--- config.mk ---
export PLATFORM = sky130hd
export DESIGN_NAME = hd_beat_gen_flat
export DESIGN_NICKNAME = d
export VERILOG_FILES = /design/src/rtl/hd_beat_gen_if.sv /design/src/rtl/hd_beat_gen.sv /design/src/flat_wrapper.sv
export SDC_FILE = /design/constraint.sdc
export NUM_CORES = 1
export LEC_CHECK = 0
export CAP_MARGIN = 10
export CORE_ASPECT_RATIO = 0.8
export CORE_MARGIN = 10
export CORE_UTILIZATION = 34
export CTS_BUF_LIST = sky130_fd_sc_hd__clkbuf_8
export DETAILED_ROUTE_END_ITERATION = 12
export PLACE_DENSITY = 0.68
export REMOVE_ABC_BUFFERS = 1
export SETUP_SLACK_MARGIN = 0.05
export SYNTH_ARGS = -nofsm -noshare
export SYNTH_HDL_FRONTEND = slang
export SYNTH_SLANG_ARGS = --single-unit
export TNS_END_PERCENT = 5
--- constraint.sdc ---
create_clock -name T3 -period 1.75 [get_ports T3]
set_input_delay 0.35 -clock T3 [delete_from_list [all_inputs] [get_ports T3]]
set_output_delay 0.35 -clock T3 [all_outputs]
set_load 0.005 [all_outputs]
--- src/rtl/hd_beat_gen_if.sv ---
// Bus bundle between the HD-CPU controller and the beat generator.
// The STEP line exists only when HD_BEAT_STEP_EN is defined.
interface hd_beat_gen_if #(
  parameter int CYC_W = 8
);
  logic             QD;
  logic             SHORT;
  logic             LONG;
  logic             STOP;
`ifdef HD_BEAT_STEP_EN
  logic             STEP;
`endif
  logic [3:1]       W;
  logic             RUN;
  logic             CYC_END;
  logic [CYC_W-1:0] CYC_CNT;

`ifdef HD_BEAT_STEP_EN
  modport master (output QD, SHORT, LONG, STOP, STEP, input W, RUN, CYC_END, CYC_CNT);
  modport slave  (input QD, SHORT, LONG, STOP, STEP, output W, RUN, CYC_END, CYC_CNT);
`else
  modport master (output QD, SHORT, LONG, STOP, input W, RUN, CYC_END, CYC_CNT);
  modport slave  (input QD, SHORT, LONG, STOP, output W, RUN, CYC_END, CYC_CNT);
`endif
endinterface

--- src/rtl/hd_beat_gen.sv ---
// HD-CPU beat (W-phase) generator: one-hot W[3:1], cycle shaping and cycle counter.
// Optional single-cycle mode is compiled in with HD_BEAT_STEP_EN.
module hd_beat_gen #(
  parameter int CYC_W = 8
) (
  input  logic          T3,
  input  logic          CLR,
  hd_beat_gen_if.slave  bus
);

  // One-hot encoding lets the state register drive W directly.
  typedef enum logic [2:0] {
    IDLE = 3'b000,
    B1   = 3'b001,
    B2   = 3'b010,
    B3   = 3'b100
  } state_t;

  state_t           state_r;
  state_t           next_state_s;
  logic             q0_r;
  logic             q1_r;
  logic             start_s;
  logic             cyc_end_s;
  logic             halt_s;
  logic [CYC_W-1:0] cnt_r;

  assign start_s = q0_r & ~q1_r;

`ifdef HD_BEAT_STEP_EN
  assign halt_s = bus.STOP | bus.STEP;
`else
  assign halt_s = bus.STOP;
`endif

  // QD edge sampler
  always_ff @(negedge T3 or negedge CLR) begin
    if (!CLR) begin
      q0_r <= 1'b0;
      q1_r <= 1'b0;
    end else begin
      q0_r <= bus.QD;
      q1_r <= q0_r;
    end
  end

  // Beat state register
  always_ff @(negedge T3 or negedge CLR) begin
    if (!CLR) begin
      state_r <= IDLE;
    end else begin
      state_r <= next_state_s;
    end
  end

  // Next-beat decode and end-of-cycle detection
  always_comb begin
    next_state_s = state_r;
    cyc_end_s    = 1'b0;
    case (state_r)
      IDLE: begin
        if (start_s) next_state_s = B1;
        else         next_state_s = IDLE;
      end
      B1: begin
        if (bus.SHORT) cyc_end_s    = 1'b1;
        else           next_state_s = B2;
      end
      B2: begin
        if (bus.LONG) next_state_s = B3;
        else          cyc_end_s    = 1'b1;
      end
      B3: begin
        cyc_end_s = 1'b1;
      end
      default: begin
        next_state_s = IDLE;
      end
    endcase
    // No idle beat between cycles unless a halt is requested on the final beat.
    if (cyc_end_s) begin
      if (halt_s) next_state_s = IDLE;
      else        next_state_s = B1;
    end else begin
      next_state_s = next_state_s;
    end
  end

  // Completed-cycle counter, wraps modulo 2^CYC_W
  always_ff @(negedge T3 or negedge CLR) begin
    if (!CLR) begin
      cnt_r <= {CYC_W{1'b0}};
    end else if (cyc_end_s) begin
      cnt_r <= cnt_r + CYC_W'(1);
    end else begin
      cnt_r <= cnt_r;
    end
  end

  assign bus.W       = state_r;
  assign bus.RUN     = (state_r != IDLE);
  assign bus.CYC_END = cyc_end_s;
  assign bus.CYC_CNT = cnt_r;

endmodule
--- src/flat_wrapper.sv ---
// flat-port wrapper written by rule: the top's interface ports become plain ports
module hd_beat_gen_flat 
#(
  parameter int CYC_W = 8
)
  (T3, CLR, bus_QD, bus_SHORT, bus_LONG, bus_STOP, bus_W, bus_RUN, bus_CYC_END, bus_CYC_CNT);
  hd_beat_gen_if #(.CYC_W(CYC_W)) bus_i ();
  input  logic T3;
  input  logic CLR;
  input wire logic [$bits(bus_i.QD)-1:0] bus_QD;
  input wire logic [$bits(bus_i.SHORT)-1:0] bus_SHORT;
  input wire logic [$bits(bus_i.LONG)-1:0] bus_LONG;
  input wire logic [$bits(bus_i.STOP)-1:0] bus_STOP;
  output wire logic [$bits(bus_i.W)-1:0] bus_W;
  output wire logic [$bits(bus_i.RUN)-1:0] bus_RUN;
  output wire logic [$bits(bus_i.CYC_END)-1:0] bus_CYC_END;
  output wire logic [$bits(bus_i.CYC_CNT)-1:0] bus_CYC_CNT;
  assign bus_i.QD = bus_QD;
  assign bus_i.SHORT = bus_SHORT;
  assign bus_i.LONG = bus_LONG;
  assign bus_i.STOP = bus_STOP;
  assign bus_W = bus_i.W;
  assign bus_RUN = bus_i.RUN;
  assign bus_CYC_END = bus_i.CYC_END;
  assign bus_CYC_CNT = bus_i.CYC_CNT;
  hd_beat_gen #(.CYC_W(CYC_W)) u_core (.T3(T3), .CLR(CLR), .bus(bus_i));
endmodule
* Word-level counts from Yosys, hierarchy flattened
Index checks and enable logic that the tools add are counted.
** Word-level totals
- Bits in registers :: 13
- Output and inout port bits :: 13
- Bits of input ports :: 6
** Operators by class
- Bitwise logic cells :: 2
- Add/subtract/negate cells :: 1
- Multiplexer cells :: 9
- Reduce and logical (&&, ||, !) cells :: 3
- Equality and inequality tests :: 6
** Operators by type and width (number)
- $pmux W3 S4 :: 1
- $mux W3 :: 3
- $add A8 B1 Y8 const B :: 1
- $ne A3 B3 Y1 const B :: 2
- $mux W1 :: 4
- $eq A3 B1 Y1 const B :: 1
- $eq A3 B2 Y1 const B :: 1
- $eq A3 B3 Y1 const B :: 1
- $logic_not A3 Y1 :: 1
- $pmux W1 S3 :: 1
- $reduce_and A3 Y1 :: 1
- $reduce_bool A3 Y1 :: 1
- $ne A2 B2 Y1 const B :: 1
- $and A1 B1 Y1 :: 1
- $not A1 Y1 :: 1

* Depth between registers and ports, before layout
- Word-level depth :: 5
- Gate-level depth with buffers :: 5
- Gate-level depth less buffers :: 5

==> results summary <==
The number of CTS-inserted buffers is 3. The worst hold path depth came out at 0. The unique cell type count in the Yosys netlist is 19. Leaving out fill and tap cells, the most frequent cell in the layout is sky130_fd_sc_hd__buf_4. Entering global routing, the biggest net connects 14 pins.

The number of violations of the max-capacitance limit is 0. The starting DRC count in detailed routing came out at 0. The data required time at the worst endpoint came out at 1.40 ns. The min-delay analysis places its worst path in the category flip-flop to flip-flop. The detail route stage leaves a number of antenna-violating nets equal to 0. The worst hold path terminates at u_core.q1_r$_DFF_NN0_. Across the VDD grid, the largest voltage drop is 995 µV. The static leakage power is 0.531 nW. Input and output buffers added on the ports amount to 18.

The flow ran to the end, but the final reports show violations. The number of nets in the finished design came out at 95. The post-detailed-route wirelength per cell is 15.7 µm. In the final layout, the share of cells above drive strength 1 is 0.598. For this run, the detailed router's first-pass iteration total came to 1.

The end of the worst register-to-register path is u_core.bus.CYC_CNT[6]$_DFFE_NN0P_. Detailed placement finished with a half-perimeter wire length of 1030 µm. The floorplan core area came out at 0.00146 mm². The sequential cell area fraction in the yosys report came out at 0.590. The wire length of the first global-routing pass is 2720 µm. The number of diodes came out at 0. The die is 65.0 µm wide.

The number of cells produced by synthesis is 43. The type of the worst setup path is flip-flop to primary output. The smallest setup slack after layout is -0.840 ns. The maximum buffer depth of the clock tree came out at 2. The total design power came out at 1.18 mW.

The number of I/O pins came out at 19. TritonCTS built the clock tree. The cell depth of the worst flop-to-flop path came out at 6.

For this configuration, the core starts out at a cell density of 0.379. For the pin with the worst max-slew slack, the measured transition is 0.297 ns. The via count of the first global-routing pass came out at 579. The leftover overflow at the end of global routing is 0. Setup repair after global routing could not meet its margin everywhere. The summed area of non-filler cells in the final layout came out at 0.00103 mm². The cell row count came out at 12. Setup violations remaining at the end of the flow were counted as 22. The die area is 0.00364 mm². Once placement finished, the instance area stood at 891 µm².

Clock-pin slew was measured on the worst setup and hold paths at 0.04 ns. The number of H-tree levels is 1. The final reports fail on setup timing. The worst setup path is launched from a flip-flop.

The worst setup path is captured at a primary output. The height of the die came out at 56.0 µm. Yosys printed 0 warnings. Dividing total power by cell area gives a power density of 1140 mW/mm². The maximum fanout count along the critical path is 5. The worst clock skew is 0.00412 ns.

The combined area of all synthesized cells is 552 µm². At the end of routability-driven placement, the weighted congestion stood at 0.740. The post-synthesis sequential element count came out at 13.

The total of fill cells in the finished design came out at 102. The register-to-register path setup slack came out at 0 ns. The number of antenna violations at the first check in global routing came to 0. The via count came out at 497. The final hold violation count came to 0. The launch point of the worst reg-to-reg path is u_core.bus.W[3]$_DFFE_NN0P_.

The normalized max-slew margin came out at 0.802. The post-synthesis to final-layout area growth is 87.5%. The number of slew-limit violations in the final report is 0. The library cells used most frequently in the layout, excluding fill and tap cells, are sky130_fd_sc_hd__buf_4 (16), sky130_fd_sc_hd__dfrtn_1 (13), sky130_fd_sc_hd__buf_6 (8), sky130_fd_sc_hd__buf_2 (8). Data on the critical path arrives at its endpoint at 2.24 ns.

For this run, design rule violations remaining after detail routing come to 0. The startpoint identified for the worst hold timing path is u_core.q0_r$_DFF_NN0_. The library cell used as clock root buffer is sky130_fd_sc_hd__clkbuf_8. In the global route stage, overall resource usage came out at 0.0979. The detail-routed via count per cell came out at 4.60. The mean cell area of the mapped netlist is 12.8 µm².

The TritonCTS sink count is 13. The clock insertion delay at the later pin of the skew report came out at 0.26 ns. The routed design has 1700 µm of wire.
-- synth_stat cells --
| master | count | share of area |
|---|---|---|
| sky130_fd_sc_hd__nor4b_2 | 1 | 0.027 |
| sky130_fd_sc_hd__nor2_1 | 1 | 0.0068 |
| sky130_fd_sc_hd__nor3b_1 | 2 | 0.027 |
| sky130_fd_sc_hd__nor4_2 | 1 | 0.023 |
| sky130_fd_sc_hd__dfrtn_1 | 13 | 0.59 |
| sky130_fd_sc_hd__or3_2 | 1 | 0.014 |
| sky130_fd_sc_hd__nand3_1 | 1 | 0.0091 |
| sky130_fd_sc_hd__nor3_1 | 2 | 0.018 |
| sky130_fd_sc_hd__nor4bb_1 | 1 | 0.018 |
| sky130_fd_sc_hd__inv_1 | 1 | 0.0068 |
| sky130_fd_sc_hd__nor3_2 | 1 | 0.018 |
| sky130_fd_sc_hd__ha_1 | 1 | 0.023 |
| sky130_fd_sc_hd__mux2_2 | 1 | 0.020 |
| sky130_fd_sc_hd__xnor2_1 | 2 | 0.032 |
| sky130_fd_sc_hd__nor4b_1 | 2 | 0.032 |
| sky130_fd_sc_hd__o32ai_1 | 1 | 0.016 |
| sky130_fd_sc_hd__nand2_1 | 5 | 0.034 |
| sky130_fd_sc_hd__xor2_1 | 5 | 0.079 |
| sky130_fd_sc_hd__inv_2 | 1 | 0.0068 |
-- cell families (layout without fill, tap and decap cells) --
kind of cell	after synthesis	after routing	share of synthesized area
mux	1	1	0.0204
simple gates	18	18	0.227
compound gates	1	1	0.0159
fa+ha+maj	1	1	0.0227
flops	13	13	0.590
xor+xnor	7	7	0.111
buf+inv	2	46	0.0136
-- critical path: stages (launching register included) --
cell,delay [ns]
sky130_fd_sc_hd__dfrtn_1,0.57
sky130_fd_sc_hd__nor4b_4,0.09
sky130_fd_sc_hd__nor3_2,0.25
sky130_fd_sc_hd__inv_2,0.07
sky130_fd_sc_hd__buf_6,0.12
-- report_power, final --
group          internal [mW]  total, mW  leakage [nW]  switching (mW)
Sequential             0.371      0.405         0.167          0.0339
Combinational          0.299      0.519         0.337           0.220
Clock                  0.155      0.260        0.0269           0.105
Total                  0.825       1.18         0.531           0.359
-- final cells by class --
type                            count  area (µm²)  area share
Clock buffer                        3        41.3      0.0399
Clock inverter                      1        3.75     0.00363
Inverter                            2        7.51     0.00726
Multi-Input combinational cell     28         290       0.281
Sequential cell                    13         325       0.314
Tap cell                           21        26.3      0.0254
Timing Repair Buffer               40         340       0.329
-- routing by layer --
layer,global-route usage,routed length [µm],up-vias
met4,0.0485,29,0
met5,0,0,-
met2,0.176,911,12
met1,0.0916,683,244
met3,0.0422,75,4
li1,-,-,237
-- sequential cells by signal, indices dropped and copies added (netlist names) --
signal,cells
u_core.bus.W,3
u_core.q1_r,1
u_core.q0_r,1
u_core.bus.CYC_CNT,8
-- how the worst max path moves through the flow --
stage,start,slack (ns),depth (start not counted),endpoint
4_1_cts,u_core.bus.W[3]$_DFFE_NN0P_,-0.79,4,bus_CYC_END
3_3_place_gp,bus_SHORT,-1.08,5,u_core.bus.CYC_CNT[1]$_DFFE_NN0P_
6_report,u_core.bus.W[3]$_DFFE_NN0P_,-0.84,4,bus_CYC_END
2_1_floorplan,bus_SHORT,-0.59,4,u_core.bus.CYC_CNT[1]$_DFFE_NN0P_
5_1_grt,u_core.bus.W[3]$_DFFE_NN0P_,-0.89,4,bus_CYC_END
3_5_place_dp,bus_SHORT,-1.08,5,u_core.bus.CYC_CNT[1]$_DFFE_NN0P_
-- what timing repair did --
item                       4_1_cts  5_1_grt
pin swaps                        3        4
buffers inserted                 5        1
resized for setup               68        9
hold buffers                     0        0
setup endpoints to repair       22       22
-- stage by stage --
stage / setup TNS [ns] / hold slack (ns) / instances / worst slack (ns) / util
global route: -9.35 / 0.335 / 108 / -0.886 / 0.710
global placement: -15.98 / 0.319 / 98 / -1.08 / 0.612
CTS: -8.55 / 0.334 / 107 / -0.794 / 0.688
detailed placement: -16.23 / 0.335 / 98 / -1.08 / 0.612
finish: -8.35 / 0.332 / 108 / -0.840 / 0.710
floorplan: -5.19 / 0.314 / 43 / -0.591 / -
(Power assumes the default switching activity.)
